## config.mk

```make
export PLATFORM = sky130hd
export DESIGN_NAME = vdp_vga_display_flat
export DESIGN_NICKNAME = d
export VERILOG_FILES = /design/src/rtl/vdp_vga_display_if.sv /design/src/rtl/vdp_vga_display.sv /design/src/flat_wrapper.sv
export SDC_FILE = /design/constraint.sdc
export NUM_CORES = 1
export LEC_CHECK = 0
export BUFFER_PORTS_ARGS = -buffer_cell sky130_fd_sc_hd__clkbuf_2
export CAP_MARGIN = 20
export CORE_MARGIN = 5
export CORE_UTILIZATION = 38
export DETAILED_ROUTE_END_ITERATION = 7
export GPL_ROUTABILITY_DRIVEN = 0
export PLACE_DENSITY = 0.75
export REMOVE_ABC_BUFFERS = 1
export SYNTH_ARGS = -nofsm -noshare
export SYNTH_HDL_FRONTEND = slang
export SYNTH_SLANG_ARGS = --single-unit
```

## constraint.sdc

```tcl
create_clock -name clk -period 1.6 [get_ports clk]
set_input_delay 0.32 -clock clk [delete_from_list [all_inputs] [get_ports clk]]
set_output_delay 0.32 -clock clk [all_outputs]
set_load 0.01 [all_outputs]
```

## src/rtl/vdp_vga_display_if.sv

```systemverilog
// ---------------------------------------------------------------------------
// vdp_vga_display_if : VRAM/CRAM read bus between the VGA back end and memories
// Rev 1.0
// ---------------------------------------------------------------------------
`default_nettype none

interface vdp_vga_display_if;
    logic [7:0][13:0] VRAM_VGA_addr;
    logic [7:0][7:0]  VRAM_VGA_data_out;
    logic [4:0]       CRAM_VGA_addr;
    logic [5:0]       CRAM_VGA_data_out;

    modport master (
        output VRAM_VGA_addr,
        output CRAM_VGA_addr,
        input  VRAM_VGA_data_out,
        input  CRAM_VGA_data_out
    );

    modport slave (
        input  VRAM_VGA_addr,
        input  CRAM_VGA_addr,
        output VRAM_VGA_data_out,
        output CRAM_VGA_data_out
    );
endinterface

`default_nettype wire

```

## src/rtl/vdp_vga_display.sv

```systemverilog
// ---------------------------------------------------------------------------
// vdp_vga_display : 640x480@60 VGA timing and 2x-scaled Mode-4 background render
// Rev 1.0
// ---------------------------------------------------------------------------
`default_nettype none

module vdp_vga_display (
    input  logic                     clk,
    input  logic                     rst_L,
    input  logic [7:0]               R2,
    vdp_vga_display_if.master        mem,
    output logic [9:0]               col,
    output logic [8:0]               row,
    output logic [3:0]               VGA_R,
    output logic [3:0]               VGA_G,
    output logic [3:0]               VGA_B,
    output logic                     HSync,
    output logic                     VSync
);

    localparam logic [9:0] H_LAST       = 10'd799;
    localparam logic [9:0] V_LAST       = 10'd524;
    localparam logic [9:0] H_SYNC_START = 10'd656;
    localparam logic [9:0] H_SYNC_END   = 10'd751;
    localparam logic [9:0] V_SYNC_START = 10'd490;
    localparam logic [9:0] V_SYNC_END   = 10'd491;
    localparam logic [9:0] WIN_X0       = 10'd64;
    localparam logic [9:0] WIN_X1       = 10'd576;
    localparam logic [9:0] WIN_Y0       = 10'd48;
    localparam logic [9:0] WIN_Y1       = 10'd432;

    logic [1:0]  phase;
    logic [9:0]  hcount;
    logic [9:0]  vcount;

    always_ff @(posedge clk or negedge rst_L) begin
        if (!rst_L) begin
            phase  <= 2'd0;
            hcount <= 10'd0;
            vcount <= 10'd0;
        end else begin
            phase <= phase + 2'd1;
            if (phase == 2'd3) begin
                if (hcount == H_LAST) begin
                    hcount <= 10'd0;
                    vcount <= (vcount == V_LAST) ? 10'd0 : vcount + 10'd1;
                end else begin
                    hcount <= hcount + 10'd1;
                end
            end
        end
    end

    logic        active;
    logic [9:0]  hoff;
    logic [9:0]  voff;
    logic [7:0]  src_x;
    logic [7:0]  src_y;
    logic [13:0] name_addr;
    logic [7:0]  name_lo;
    logic [7:0]  name_hi;
    logic [8:0]  tile;
    logic [2:0]  line;
    logic [2:0]  bit_idx;
    logic [3:0]  pix_bits;
    logic [5:0]  colour;

    assign active  = (hcount >= WIN_X0) && (hcount < WIN_X1) &&
                     (vcount >= WIN_Y0) && (vcount < WIN_Y1);
    assign hoff    = hcount - WIN_X0;
    assign voff    = vcount - WIN_Y0;
    assign src_x   = hoff[8:1];
    assign src_y   = voff[8:1];

    // Name entry is 2 bytes per tile, 32 tiles per row.
    assign name_addr = {R2[3:1], 11'b0} + {3'b000, src_y[7:3], src_x[7:3], 1'b0};
    assign name_lo   = mem.VRAM_VGA_data_out[0];
    assign name_hi   = mem.VRAM_VGA_data_out[1];
    assign tile      = {name_hi[0], name_lo};
    assign line      = name_hi[2] ? ~src_y[2:0] : src_y[2:0];
    assign bit_idx   = name_hi[1] ? src_x[2:0] : ~src_x[2:0];

    // Addresses depend only on the counters and held read data, so each
    // stage's data stays valid for the rest of the pixel period.
    always_comb begin
        mem.VRAM_VGA_addr    = '0;
        mem.VRAM_VGA_addr[0] = name_addr;
        mem.VRAM_VGA_addr[1] = name_addr + 14'd1;
        pix_bits             = '0;
        for (int p = 0; p < 4; p++) begin
            mem.VRAM_VGA_addr[p + 2] = {tile, line, 2'(p)};
            pix_bits[p]              = mem.VRAM_VGA_data_out[p + 2][bit_idx];
        end
    end

    assign mem.CRAM_VGA_addr = {name_hi[3], pix_bits};
    assign colour            = mem.CRAM_VGA_data_out;

    always_ff @(posedge clk or negedge rst_L) begin
        if (!rst_L) begin
            VGA_R <= 4'h0;
            VGA_G <= 4'h0;
            VGA_B <= 4'h0;
            HSync <= 1'b1;
            VSync <= 1'b1;
        end else if (phase == 2'd3) begin
            if (active) begin
                VGA_R <= {colour[1:0], colour[1:0]};
                VGA_G <= {colour[3:2], colour[3:2]};
                VGA_B <= {colour[5:4], colour[5:4]};
            end else begin
                VGA_R <= 4'h0;
                VGA_G <= 4'h0;
                VGA_B <= 4'h0;
            end
            HSync <= !((hcount >= H_SYNC_START) && (hcount <= H_SYNC_END));
            VSync <= !((vcount >= V_SYNC_START) && (vcount <= V_SYNC_END));
        end
    end

    assign col = hcount;
    assign row = vcount[8:0];

    logic unused_ok;
    assign unused_ok = ^{R2[7:4], R2[0], name_hi[7:4], hoff[9], hoff[0],
                         voff[9], voff[0], mem.VRAM_VGA_data_out[7:6]};

endmodule

`default_nettype wire

```

## src/flat_wrapper.sv

```systemverilog
// flat-port wrapper written by rule: the top's interface ports become plain ports
module vdp_vga_display_flat 
  (clk, rst_L, R2, col, row, VGA_R, VGA_G, VGA_B, HSync, VSync, mem_VRAM_VGA_addr, mem_CRAM_VGA_addr, mem_VRAM_VGA_data_out, mem_CRAM_VGA_data_out);
  vdp_vga_display_if mem_i ();
  input  logic clk;
  input  logic rst_L;
  input  logic [7:0] R2;
  output logic [9:0] col;
  output logic [8:0] row;
  output logic [3:0] VGA_R;
  output logic [3:0] VGA_G;
  output logic [3:0] VGA_B;
  output logic HSync;
  output logic VSync;
  output wire logic [$bits(mem_i.VRAM_VGA_addr)-1:0] mem_VRAM_VGA_addr;
  output wire logic [$bits(mem_i.CRAM_VGA_addr)-1:0] mem_CRAM_VGA_addr;
  input wire logic [$bits(mem_i.VRAM_VGA_data_out)-1:0] mem_VRAM_VGA_data_out;
  input wire logic [$bits(mem_i.CRAM_VGA_data_out)-1:0] mem_CRAM_VGA_data_out;
  assign mem_VRAM_VGA_addr = mem_i.VRAM_VGA_addr;
  assign mem_CRAM_VGA_addr = mem_i.CRAM_VGA_addr;
  assign mem_i.VRAM_VGA_data_out = mem_VRAM_VGA_data_out;
  assign mem_i.CRAM_VGA_data_out = mem_CRAM_VGA_data_out;
  vdp_vga_display u_core (.clk(clk), .rst_L(rst_L), .R2(R2), .mem(mem_i), .col(col), .row(row), .VGA_R(VGA_R), .VGA_G(VGA_G), .VGA_B(VGA_B), .HSync(HSync), .VSync(VSync));
endmodule
```

==> impl_results.md, run 1 <==
* Status: complete, but fails checks
* Failing checks: setup timing
* R2R Path End: u_core.VGA_G[1]$_DFFE_PN0N_
* CTS buffer count at 5
* Met3 GRT Util at 9.50%
* # hold bufs at CTS at 0
* Met2 usage at 26.6%
* Overall power at 2040 uW
* Setup ws final at -0.361 ns
* Die width at just over 100 um
* Synth warn at 0
* FMAX at 0.510 GHz
* Row cnt at 33
* Critical Path Source Type: flip-flop
* H-tree depth at 2
* CTS tree: done
* Die area at roughly 10000 um^2
* Initial antenna violation count at 0
* Share of synthesized flip-flops with an asynchronous set or reset at 100%
* Syn Inst Count at 382
* Final design utilization at 52.2%
* TritonCTS Sinks at 30
* Drc violations at 0
* Tcrit/Tclk final at 123%
* Area Overhead vs Synth at 34.0%
* Ports at 230
* Starting DRT DRC Count at 68
* Pre-CTS setup slack at -0.221 ns
* GR peak layer: met2
* I/O Buffers at 110
* CP max FO at 8
* Most frequent cell after synthesis: buf_4
* Share of post-route cells with drive strength above 1 at 55.6%
* GRT met1 Usage at 18.2%
* GRT Resource Usage Total at 16.4%
* Mean routed wirelength per cell at about 16 um
* Net count reported at finish at 570
* R2R cell count at 10
* Worst-Skew Late Latency at 0.29 ns
* Clk_skew at 0.00930 ns
* Clock root buffer master: clkbuf_8
* Peak VDD IR at 0.361 mV
* Synth top area share at 28.5%
* Post-synthesis register bit count at 30
* Synthesized area at 3190 um^2
* Dominant synthesized flop cell: dfrtp_1
* Crit end category: output pin
* Final Hold Vio Count at 0
* Drt via density at 4.79
* Power density over cell area at 477 nW/um^2
* Synth area leaders: buf_4, dfrtp_1, mux2i_1
* Vias in the first global route at 2721
* TritonRoute pass-1 iters at 4
* Total number of vias at between 2000 and 3000
* Largest net degree at the start of global routing at 31
* Syn Area/Cell at 8.34 um^2
* Max clock buf depth at 2
* FF-to-FF Start: u_core.col[1]$_DFFE_PN0N_
* P_leak at 0.00206 uW
* Max Cap Viol at 0
* N_diodes at 0
* GR Overflow Total at 0
* Final wirelength at 9410 um
* Sequential element share of the synthesized area at 23.6%
* Post-synth cell types at 48
* Arrival @ worst endpoint at between 1.5 and 2 ns
* Core area at 8180 um^2
* Post-DP HPWL at about 6700 um
* First-pass GRT wire length at 13400 um
* Clock-pin slew on the worst setup and hold paths at 0.08 ns
* Number of routed nets with antenna violations at 0
* RSZ-0062 raised after global routing: yes
* Critical path type: reg2out
* Final setup fails at 38
* Tmin final at 1.96 ns
* Hold WC Path Type: in2async
* Post-synth top cells: buf_4, dfrtp_1, inv_1
* Initial Util at 39.0%
* WP data required at around 1.3 ns
* Max Slew Vio Count at 0
* Cell taking the most area after synthesis: buf_4
* Number of synthesized flops with an enable pin at 0
* Die Ht at 102 um
* Reg2Reg Setup Slack at -0.24 ns
[logic make-up (layout without fill, tap and decap cells)]
| kind of cell | Yosys count | after routing | synth area share [%] |
|---|---|---|---|
| simple gates | 81 | 81 | 13.7 |
| other cells | 2 | 38 | 0.236 |
| fa+ha+maj | 13 | 13 | 5.11 |
| flops | 30 | 30 | 23.6 |
| xor+xnor | 15 | 15 | 4.36 |
| buf+inv | 159 | 219 | 33.2 |
| mux | 29 | 29 | 9.47 |
| compound gates | 53 | 53 | 10.3 |
[final cells by class]
type,instances,area [um^2]
clock buffer,6,82.6
clock inverter,2,60.1
fill,722,3910
inverter,24,95.1
multi-input combinational,229,1880
sequential,30,761
tap,105,131
timing repair buffer,187,1250
[worst max-delay path, cell delays in order (launching register included)]
cell and delay [ns]:
dfrtp_2 0.45, xor2_2 0.15, buf_6 0.17, mux2_4 0.31
nand2_2 0.06, a22oi_2 0.06, buf_2 0.14
[layer usage]
| metal | vias up | part of all wire, % |
|---|---|---|
| met1 | 1296 | 37 |
| met2 | 176 | 47 |
| li1 | 1301 | - |
| met4 | 2 | 1.5 |
| met3 | 16 | 15 |
| met5 | - | 0.73 |
[cells in the final DEF, fill, tap and decap left out, drive strengths merged, types with 2 or more instances in the layout]
| cell | synthesis | routed |
|---|---|---|
| mux2 | 9 | 9 |
| nor2 | 15 | 15 |
| nand2 | 21 | 21 |
| ha | 13 | 13 |
| a31oi | 2 | 2 |
| nand2b | 4 | 4 |
| nand3 | 7 | 7 |
| nor3 | 3 | 3 |
| inv | 24 | 24 |
| xnor2 | 7 | 7 |
| or3 | 2 | 2 |
| dfrtp | 28 | 28 |
| or4 | 2 | 2 |
| bufinv | 0 | 2 |
| a21oi | 4 | 4 |
| o2bb2ai | 3 | 3 |
| buf | 127 | 99 |
| xor2 | 8 | 8 |
| o22ai | 14 | 14 |
| nand4 | 6 | 6 |
| or2 | 2 | 2 |
| dfstp | 2 | 2 |
| conb | 2 | 38 |
| mux2i | 20 | 20 |
| o21ai | 20 | 20 |
| nor4 | 5 | 5 |
| nor2b | 8 | 8 |
| a22oi | 4 | 4 |
| clkbuf | 8 | 94 |
[what timing repair did]
action	CTS	global route
resized for setup	73	66
endpoints found under the setup margin	50	46
setup buffers	13	8
pin swaps	20	12
[worst max-delay path by stage]
| stage | from | endpoint | slack (ns) |
|---|---|---|---|
| finish | u_core.col[1]$_DFFE_PN0N_ | mem_CRAM_VGA_addr[1] | -0.36 |
| global route | u_core.col[1]$_DFFE_PN0N_ | mem_CRAM_VGA_addr[0] | -0.50 |
| CTS | u_core.col[1]$_DFFE_PN0N_ | mem_CRAM_VGA_addr[1] | -0.36 |
| detailed placement | u_core.col[1]$_DFFE_PN0N_ | u_core.vcount[2]$_DFFE_PN0P_ | -0.22 |
| global placement | u_core.col[1]$_DFFE_PN0N_ | mem_CRAM_VGA_addr[1] | -0.16 |
| floorplan | u_core.col[1]$_DFFE_PN0N_ | u_core.vcount[6]$_DFFE_PN0P_ | -0.94 |
[flip-flops by register name (all words and copies together) (netlist names)]
| name | cells |
|---|---|
| u_core.HSync | 1 |
| u_core.VGA_B | 2 |
| u_core.VGA_G | 2 |
| u_core.VGA_R | 2 |
| u_core.VSync | 1 |
| u_core.col | 10 |
| u_core.phase | 2 |
| u_core.vcount | 10 |
[stage by stage]
stage / hold slack, ns / TNS (ns) / instance area [um^2] / cells
final: 0.0437 / -5.40 / 4270 / 583
after detailed placement: 0.367 / -3.35 / 3470 / 554
after CTS: 0.0510 / -4.25 / 3990 / 575
after floorplan: 0.0244 / -17.50 / 2350 / 283
after global routing: 0.0684 / -8.95 / 4270 / 583
after global placement: 0.366 / -2.17 / 3470 / 554
[power breakdown]
part           internal, uW  switching (uW)  leakage [uW]
registers               758               0      0.000391
logic                   131             160       0.00160
clock network           665             323     0.0000714
No activity file was read; power rests on OpenSTA's default activity.
==> run 2: changes to the inputs <==
- CELL_PAD_IN_SITES_DETAIL_PLACEMENT: not set -> 0
- CELL_PAD_IN_SITES_GLOBAL_PLACEMENT: not set -> 2
- CORE_UTILIZATION: 38 -> 23
- PLACE_DENSITY: 0.75 -> 0.84
- clock period: 1.6 -> 2.4 ns (I/O delays scaled with it)
==> run 2 against run 1 <==
The flow now finishes without violations. Critical endpoint is now mem_CRAM_VGA_addr[0]. Clock power decreased by 37%. Worst hold slack improved by 0.24 ns. Total power decreased by 37%. Flip-flop and latch count stayed put. Register-to-register slack improved by 0.60 ns. Sequential share of layout area grew 4.6 points. Setup slack improved by 0.51 ns. Cell count grew 1.2%. Via count down 11%. Largest cell class unchanged. Core utilization down 28 points.
==> impl_results.md, run 2 (synthesized netlist as in run 1, its figures left out) <==
* Worst-Skew Late Latency at 0.27 ns (-0.02 ns)
* Number of routed nets with antenna violations at 0 (unchanged)
* Slew Limit Headroom at 47.5%
* Initial antenna violation count at 0 (unchanged)
* Sequential power share at 39.4% (+2.2 points)
* TritonRoute pass-1 iters at 4 (unchanged)
* CP max FO at 10 (+2)
* FMAX at 0.443 GHz
* Tmin final at 2.26 ns
* Max clock buf depth at 2 (unchanged)
* N_diodes at 0 (unchanged)
* Commonest non-fill, non-tap cell in the layout: clkbuf_2
* Peak VDD IR at 0.200 mV (-45%)
* Share of post-route cells with drive strength above 1 at 35.1% (-21 points)
* Post-CTS sizing at 2 (-97%)
* FF-to-FF Start: u_core.col[7]$_DFFE_PN0N_
* Pre-CTS setup slack at 0.180 ns (+0.401 ns)
* Row cnt at 43 (+30%)
* Largest net degree at the start of global routing at 31 (unchanged)
* Setup ws final at 0.144 ns (+0.505 ns)
* Switching share of power at 23.9% (+0.18 points)
* Die Ht at 128 um (+26%)
* Vias in the first global route at 2407 (-12%)
* CTS buffer count at 5 (unchanged)
* GRT Resource Usage Total at 9.12% (-7.2 points)
* Clock-pin slew on the worst setup and hold paths at 0.05 ns (-0.03 ns)
* Postcts setup bufs at 0 (-13)
* R2R cell count at 7 (-3)
* Critical path type: reg2out
* Area Overhead vs Synth at 5.50%
* Arrival @ worst endpoint at 1.78 ns (+0.14 ns)
* Overall power at 1290 uW (-37%)
* Clock network power share at 48.5% (about the same)
* Die area at 16300 um^2 (+58%)
* Clk_skew at 0.00692 ns (-0.00238 ns)
* Drt via density at 4.20 (-12%)
* WP data required at 1.92 ns (+0.64 ns)
* Hold WC Path Type: in2async
* Clock root buffer master: clkbuf_16
* Final Hold Vio Count at 0 (unchanged)
* # hold bufs at CTS at 0 (unchanged)
* Net Sw Power at 307 uW (-36%)
* Worst hold margin at 0.283 ns (+0.240 ns)
* I/O Buffers at 110 (unchanged)
* Core area at 13700 um^2 (+68%)
* Mean routed wirelength per cell at 13.6 um (-16%)
* First-pass GRT wire length at 12300 um (-8.2%)
* TritonCTS Sinks at 30 (unchanged)
* Ports at 230 (unchanged)
* Actual slew at the worst max-slew pin at 0.787 ns
* P_leak at 0.00160 uW (-23%)
* Tcrit/Tclk final at 94.0%
* GR Overflow Total at 0 (unchanged)
* Max Cap Viol at 0 (unchanged)
* R2R Path End: u_core.vcount[0]$_DFFE_PN0P_
* Final design utilization at 24.5% (-28 points)
* Starting DRT DRC Count at 94 (+38%)
* Net count reported at finish at 502 (-12%)
* Internal power at 980 uW (-37%)
* Final setup fails at 0 (-100%)
* RSZ-0062 raised after global routing: no
* Die width at 128 um (+26%)
* Status: complete, no violations
* Crit end category: output pin
* Gate power share at 12.2% (-2.1 points)
* Reg2Reg Setup Slack at 0.36 ns (+0.60 ns)
* CTS tree: done
* Total number of vias at 2478 (-11%)
* Most frequent cells in the layout: clkbuf_2, conb_1, dfrtp_1
* Final wirelength at 8010 um (-15%)
* Post-DP HPWL at 6420 um (-4.2%)
* Max Slew Vio Count at 0 (unchanged)
* Drc violations at 0 (unchanged)
* Critical Path Source Type: flip-flop
* H-tree depth at 2 (unchanged)
* Initial Util at 23.2% (-16 points)
* Power density over cell area at 383 nW/um^2 (-20%)
==> run 2: changes by cell type in the layout (fill, tap and decap cells not counted), sizes merged <==
cell      change
clkbuf       +22
clkinvlp      +1
clkinv        +1
buf          -90
bufinv        -2
==> run 2: area by class of cell <==
type | instances | area (um^2)
fillers | 1495 | 10400
multi-input cells | 229 | 1520
flip-flops and latches | 30 | 754
repair buffers | 119 | 618
well taps | 180 | 225
clock buffers | 6 | 139
inverters | 24 | 90.1
clock inverters | 2 | 12.5
==> run 2: per-layer routing <==
layer	vias to the layer above	track usage [%]	share of wire [%]
li1	1173	-	-
met1	1136	11.4	40
met2	156	13.9	44
met3	11	4.88	14
met4	2	1.50	0.74
met5	-	3.41	0.62
==> run 2: power groups by stage <==
stage | clock network [uW] | registers [uW] | logic [uW]
2_1_floorplan | 0 | 515 | 82.7
3_3_place_gp | 0 | 515 | 155
3_5_place_dp | 0 | 515 | 157
4_1_cts | 649 | 506 | 158
5_1_grt | 671 | 506 | 178
6_report | 624 | 507 | 157
==> run 2: worst max-delay path: stages, from the launching register on <==
cell and delay [ns]:
dfrtp_2 0.50, buf_4 0.26, mux2i_1 0.20, nor2_1 0.05, o22ai_1 0.21, a22oi_1 0.13, clkbuf_2 0.14
==> run 2: how the worst max path moves through the flow <==
| stage | startpoint | cells past startpoint | slack (ns) | endpoint |
|---|---|---|---|---|
| final | u_core.col[1]$_DFFE_PN0N_ | 6 | 0.14 | mem_CRAM_VGA_addr[0] |
| after detailed placement | mem_VRAM_VGA_data_out[9] | 6 | 0.18 | mem_CRAM_VGA_addr[2] |
| after global placement | mem_VRAM_VGA_data_out[9] | 6 | 0.20 | mem_CRAM_VGA_addr[2] |
| after floorplan | u_core.col[1]$_DFFE_PN0N_ | 5 | -0.14 | u_core.vcount[6]$_DFFE_PN0P_ |
| after CTS | u_core.col[1]$_DFFE_PN0N_ | 6 | 0.08 | mem_CRAM_VGA_addr[0] |
| after global routing | u_core.col[1]$_DFFE_PN0N_ | 6 | 0.007 | mem_CRAM_VGA_addr[0] |
==> run 2: metrics by stage <==
stage	std cells	area [um^2]	TNS, ns
floorplan	283	2350	-0.169
global placement	582	3200	0
detailed placement	582	3200	0
CTS	590	3360	0
global route	590	3360	0
finish	590	3360	0
